$ cat src/rtl/forward_unit.sv
// Operand-forwarding and load-use hazard unit between ID operand fetch and the EX ALU.
// Resolves each source operand against EX, MA and a short history of retired write-backs.
module forward_unit #(
    parameter int XLEN  = 32,
    parameter int NREAD = 2,
    parameter int HIST  = 1,
    parameter int RADDR = 5
) (
    input  logic                   clk,
    input  logic                   reset_n,
    input  logic [NREAD*RADDR-1:0] rs_id,
    input  logic [NREAD-1:0]       rs_used_id,
    input  logic [NREAD*XLEN-1:0]  op_id,
    input  logic [RADDR-1:0]       rd_ex,
    input  logic                   reg_we_ex,
    input  logic                   ex_is_load,
    input  logic [XLEN-1:0]        alu_result,
    input  logic [RADDR-1:0]       rd_ma,
    input  logic                   reg_we_ma,
    input  logic [XLEN-1:0]        reg_wdata,
    output logic [NREAD*XLEN-1:0]  op_out,
    output logic [NREAD*2-1:0]     fwd_sel,
    output logic                   load_use_stall,
    output logic [31:0]            stall_count
);

    localparam logic [1:0] SEL_RF   = 2'd0;
    localparam logic [1:0] SEL_EX   = 2'd1;
    localparam logic [1:0] SEL_MA   = 2'd2;
    localparam logic [1:0] SEL_HIST = 2'd3;

    logic             hist_we_q   [HIST];
    logic [RADDR-1:0] hist_rd_q   [HIST];
    logic [XLEN-1:0]  hist_data_q [HIST];

    logic [31:0]      stall_cnt_q;
    logic [31:0]      stall_cnt_d;

    logic [RADDR-1:0] rs_s;
    logic             ex_hit_s;
    logic             ma_hit_s;
    logic             hist_hit_s;
    logic [XLEN-1:0]  hist_data_s;
    logic             hist_match_s;

    // Per-port source selection with EX > MA > history (newest first) > register file.
    always_comb begin
        op_out         = '0;
        fwd_sel        = '0;
        load_use_stall = 1'b0;
        rs_s           = '0;
        ex_hit_s       = 1'b0;
        ma_hit_s       = 1'b0;
        hist_hit_s     = 1'b0;
        hist_data_s    = '0;
        hist_match_s   = 1'b0;
        for (int i = 0; i < NREAD; i++) begin
            rs_s     = rs_id[i*RADDR +: RADDR];
            ex_hit_s = reg_we_ex && (rd_ex != '0) && (rd_ex == rs_s);
            ma_hit_s = reg_we_ma && (rd_ma != '0) && (rd_ma == rs_s);

            // Walk oldest to newest so the newest matching entry overrides.
            hist_hit_s  = 1'b0;
            hist_data_s = '0;
            for (int h = HIST - 1; h >= 0; h--) begin
                hist_match_s = hist_we_q[h] && (hist_rd_q[h] != '0) && (hist_rd_q[h] == rs_s);
                hist_data_s  = hist_match_s ? hist_data_q[h] : hist_data_s;
                hist_hit_s   = hist_hit_s | hist_match_s;
            end

            if (rs_s == '0) begin
                op_out[i*XLEN +: XLEN] = op_id[i*XLEN +: XLEN];
                fwd_sel[i*2 +: 2]      = SEL_RF;
            end else if (ex_hit_s) begin
                op_out[i*XLEN +: XLEN] = alu_result;
                fwd_sel[i*2 +: 2]      = SEL_EX;
            end else if (ma_hit_s) begin
                op_out[i*XLEN +: XLEN] = reg_wdata;
                fwd_sel[i*2 +: 2]      = SEL_MA;
            end else if (hist_hit_s) begin
                op_out[i*XLEN +: XLEN] = hist_data_s;
                fwd_sel[i*2 +: 2]      = SEL_HIST;
            end else begin
                op_out[i*XLEN +: XLEN] = op_id[i*XLEN +: XLEN];
                fwd_sel[i*2 +: 2]      = SEL_RF;
            end

            // A load in EX has no value yet, so a real reader of its rd must wait a cycle.
            load_use_stall = load_use_stall | (rs_used_id[i] & ex_is_load & ex_hit_s);
        end
    end

    // Saturating next value of the stall-cycle counter.
    always_comb begin
        if (load_use_stall && (stall_cnt_q != 32'hFFFF_FFFF)) begin
            stall_cnt_d = stall_cnt_q + 32'd1;
        end else begin
            stall_cnt_d = stall_cnt_q;
        end
    end

    // History shifts every edge, stall or not, because MA keeps retiring.
    always_ff @(posedge clk or negedge reset_n) begin
        if (!reset_n) begin
            for (int h = 0; h < HIST; h++) begin
                hist_we_q[h]   <= 1'b0;
                hist_rd_q[h]   <= '0;
                hist_data_q[h] <= '0;
            end
            stall_cnt_q <= 32'd0;
        end else begin
            hist_we_q[0]   <= reg_we_ma;
            hist_rd_q[0]   <= rd_ma;
            hist_data_q[0] <= reg_wdata;
            for (int h = 1; h < HIST; h++) begin
                hist_we_q[h]   <= hist_we_q[h-1];
                hist_rd_q[h]   <= hist_rd_q[h-1];
                hist_data_q[h] <= hist_data_q[h-1];
            end
            stall_cnt_q <= stall_cnt_d;
        end
    end

    assign stall_count = stall_cnt_q;

endmodule

$ cat config.mk
export PLATFORM = sky130hd
export DESIGN_NAME = forward_unit
export DESIGN_NICKNAME = d
export VERILOG_FILES = /design/src/rtl/forward_unit.sv
export SDC_FILE = /design/constraint.sdc
export NUM_CORES = 1
export LEC_CHECK = 0
export ABC_AREA = 1
export CAP_MARGIN = 5
export CORE_AREA = 2 2 112 157
export CTS_BUF_LIST = sky130_fd_sc_hd__clkbuf_16
export DETAILED_ROUTE_END_ITERATION = 8
export DIE_AREA = 0 0 114 159
export PLACE_DENSITY = 0.77
export SKIP_CTS_REPAIR_TIMING = 1
export SLEW_MARGIN = 30
export SYNTH_ARGS = -nofsm -noshare
export SYNTH_HDL_FRONTEND = slang
export SYNTH_SLANG_ARGS = --single-unit
$ cat constraint.sdc
create_clock -name clk -period 1.7 [get_ports clk]
set_clock_uncertainty 0.05 [all_clocks]
set_input_delay 0.34 -clock clk [delete_from_list [all_inputs] [get_ports clk]]
set_output_delay 0.34 -clock clk [all_outputs]
set_load 0.005 [all_outputs]
==> results by group <==
STA
  • Hold Worst Slack: 0.181 ns
  • Share of the clock period used by the worst path after layout: 164%
  • Crit path setup slack, layout: -1.09 ns
  • Worst Tran Pin Value: 0.436 ns
  • Final setup violating endpoints: 69
  • Relative slew slack: 70.9%
  • Endpoints failing hold: 0
  • Fmax achieved: 359 MHz
  • Minimum clock period: 2.79 ns
  • Final-report max-slew violation count: 0
  • RSZ-0062 raised after global routing: true

Place
  • Estimated wirelength of the detail-placed design: 20300 um
  • Final weighted congestion in routability-driven placement: 0.949
  • Minimum setup slack after placement: -1.27 ns
  • Port bufs: 255

Die
  • Area enclosed by the die boundary: 18100 sq um
  • Total I/O pin count: 256
  • Chip width: 114 um
  • Number of rows in the core area: 56
  • DIE HEIGHT: 159 um
  • Starting Density: 40.3%
  • Placeable Area: 16700 sq um

Min path
  • Worst hold path class: in -> reg
  • Start point of the worst min-delay path: reg_we_ma
  • Number of cells on the worst hold path: 1

Critical path
  • Worst Path Buf+Inv: 6
  • Maximum single-stage delay on the critical path: 0.25 ns
  • Required time of the worst setup path: 1.31 ns
  • Dominant delay contributor by cell family on the critical path: buffers and inverters
  • Arrival time worst endpoint: 2.40 ns
  • Crit path max fanout: 17
  • Startpoint of the lowest-slack register-to-register path: stall_count[0]
  • Startpoint Class: primary input
  • Element type at the critical path end: output port
  • Cell-by-cell trace of the critical path: dlymetal6s2s_1 > buf_4 > xor2_1 > nor2_2 > buf_4 > nand2_4 > clkbuf_16 > nand3_1 > nand3_1 > nand2_1 > inv_1 > dlymetal6s2s_1
  • Count of cell instances traversed by the critical path: 12
  • CP max-delay cell: sky130_fd_sc_hd__nand3_1
  • Crit path kind: in -> out
  • FF-to-FF path depth: 11
  • Timing startpoint of the critical path: rd_ma[2]

Job
  • Total of max-cap violations: 0

Clocking
  • CTS Buf Count: 9
  • Clock transition at the registers of the reported paths: 0.06 ns
  • Clk Latency, worst-skew pair: 0.34 ns
  • Total clock sinks: 70
  • Clock Tree Root: sky130_fd_sc_hd__clkbuf_16
  • H-Tree Depth: 3
  • Clock tree from TritonCTS: yes
  • Maximum clock insertion buffer count: 2

Routing
  • Post-detailed-route wirelength per cell: 20.9 um
  • Number of antenna-violating nets in the routed design: 0
  • Routed metal-1 wire length: 12100 um
  • Detailed Route Iter0 Violations: 1241
  • Drc violations: 0
  • Aggregate routed wire length: 37200 um
  • Met2 WL post-DR: 17500 um
  • Sum of met3 wire segment lengths after detailed routing: 4400 um
  • Per-cell via count in the routed design: 5.70
  • Uppermost signal routing layer after detailed routing: met4
  • Vias: 10151
  • Detailed-router iteration count before antenna repair: 6

Yosys
  • Sequential fraction of the synthesis area: 26.1%
  • Seq cells post-synth: 70
  • Number of synthesis warnings: 0
  • Cell area after technology mapping: 6710 sq um
  • Leading cell types by total area after synthesis: sky130_fd_sc_hd__dfrtp_1 (26%), sky130_fd_sc_hd__nand2_1 (23%), sky130_fd_sc_hd__nand3_1 (22%), sky130_fd_sc_hd__inv_1 (11%), sky130_fd_sc_hd__buf_2 (3.7%)
  • Number of unique standard cell types used by synthesis: 25
  • Post-synth top area cell: sky130_fd_sc_hd__dfrtp_1
  • Synthesized area per cell: 5.71 sq um
  • Cells after Synth: 1175
  • Area share of the largest cell type after synthesis: 26.1%
  • Post-Syn Nets: 1331

Global routing
  • Total global routing track utilization: 29.2%
  • Antenna violations before repair: 5
  • GR Overflow Total: 0
  • Largest net degree at the start of global routing: 35
  • Wire length of the first global-routing pass: 42700 um
  • Vias in the first global route: 8307

Pwr
  • Leakage dissipation: 7.06 nW
  • P per Cell Area: 444 nW/um^2
  • Largest voltage drop on the vdd net: 0.401 mV

Cells and area
  • Register area: 1760 sq um
  • Final Core Density: 74.5%
  • Fillers: 1157
  • Number of nets in the layout: 1722
  • Area added between synthesis and finish: 85.1%
  • Multi-input gate area: 4790 sq um
  • Layout cell share with drive strength beyond 1: 30.8%

Run status
  • Result of the run: finished with violations
  • Failing checks: negative setup slack
[through the flow]
stage	cells	area (sq um)	setup TNS, ns	power [mW]
detailed placement	1659	10100	-106.31	3.18
global placement	1659	10100	-104.49	3.16
finish	1780	12400	-54.65	5.51
CTS	1675	10400	-97.33	5.22
global route	1776	12400	-61.55	5.69
floorplan	1175	6750	-0.673	2.29
[Yosys cell counts, drive strengths merged]
cell type,number
a21oi,4
and2,1
buf,58
clkbuf,1
dfrtp,70
ha,1
inv,207
nand2,418
nand3,304
nand3b,7
nand4,4
nor2,56
nor3,15
or2,1
xnor2,9
xor2,19
[cell type report]
class | count | share of cell area, %
Multi-Input combinational cell | 839 | 38.6
Inverter | 207 | 6.35
Clock buffer | 9 | 1.81
Antenna cell | 6 | 0.121
Tap cell | 203 | 2.04
Sequential cell | 70 | 14.2
Clock inverter | 7 | 0.715
Timing Repair Buffer | 439 | 36.2
[cells in the final DEF, fill, tap and decap left out, types with 10 or more instances in the layout]
cell type                         count
sky130_fd_sc_hd__buf_12              24
sky130_fd_sc_hd__nand2_1            384
sky130_fd_sc_hd__buf_6               54
sky130_fd_sc_hd__nand3_1            195
sky130_fd_sc_hd__clkdlybuf4s50_1    135
sky130_fd_sc_hd__dfrtp_1             65
sky130_fd_sc_hd__nor2_1              35
sky130_fd_sc_hd__nand2_2             27
sky130_fd_sc_hd__nand3_2             93
sky130_fd_sc_hd__inv_1              187
sky130_fd_sc_hd__buf_2               23
sky130_fd_sc_hd__nand3_4             16
sky130_fd_sc_hd__dlymetal6s2s_1      43
sky130_fd_sc_hd__buf_4               96
sky130_fd_sc_hd__nor2_2              11
sky130_fd_sc_hd__inv_2               17
sky130_fd_sc_hd__clkbuf_16           23
sky130_fd_sc_hd__xor2_1              17
sky130_fd_sc_hd__nor2_4              10
sky130_fd_sc_hd__clkbuf_2            41
[kinds of logic after synthesis]
logic type | count (synthesis) | share of synthesized area [%]
xor gates and xnor gates | 28 | 3.65
and+or+nand+nor | 806 | 53.0
AOI/OAI and AO/OA | 4 | 0.298
DFF | 70 | 26.1
adders and majority gates | 1 | 0.186
buffers and inverters | 266 | 16.8
[sequential cells by signal (all words and copies together), names as in the netlist]
register	count
hist_data_q	32
stall_count	32
hist_rd_q	5
hist_we_q	1
[report_power, final]
group          total (mW)  internal, mW  switching [mW]
clock network        2.08          1.28           0.805
logic                1.64         0.824           0.820
registers            1.79          1.72          0.0622
total                5.51          3.82            1.69
[per-layer routing]
metal,up-vias,track usage (%)
met5,-,0
met4,0,14.3
met3,262,6.17
met2,780,50.5
met1,4682,33.7
li1,4427,-
[path summary, 6_finish.rpt]
check | end | slack (ns)
setup / recovery | op_out[34] | -1.09
hold / removal | hist_we_q | 0.18
setup reg to reg | stall_count[4] | 0.04
hold reg to reg | stall_count[31] | 0.47
max in group asynchronous | hist_rd_q[2] | 0.61
min in group asynchronous | stall_count[19] | 0.43
Note: power is estimated with default switching activity, not from simulation.
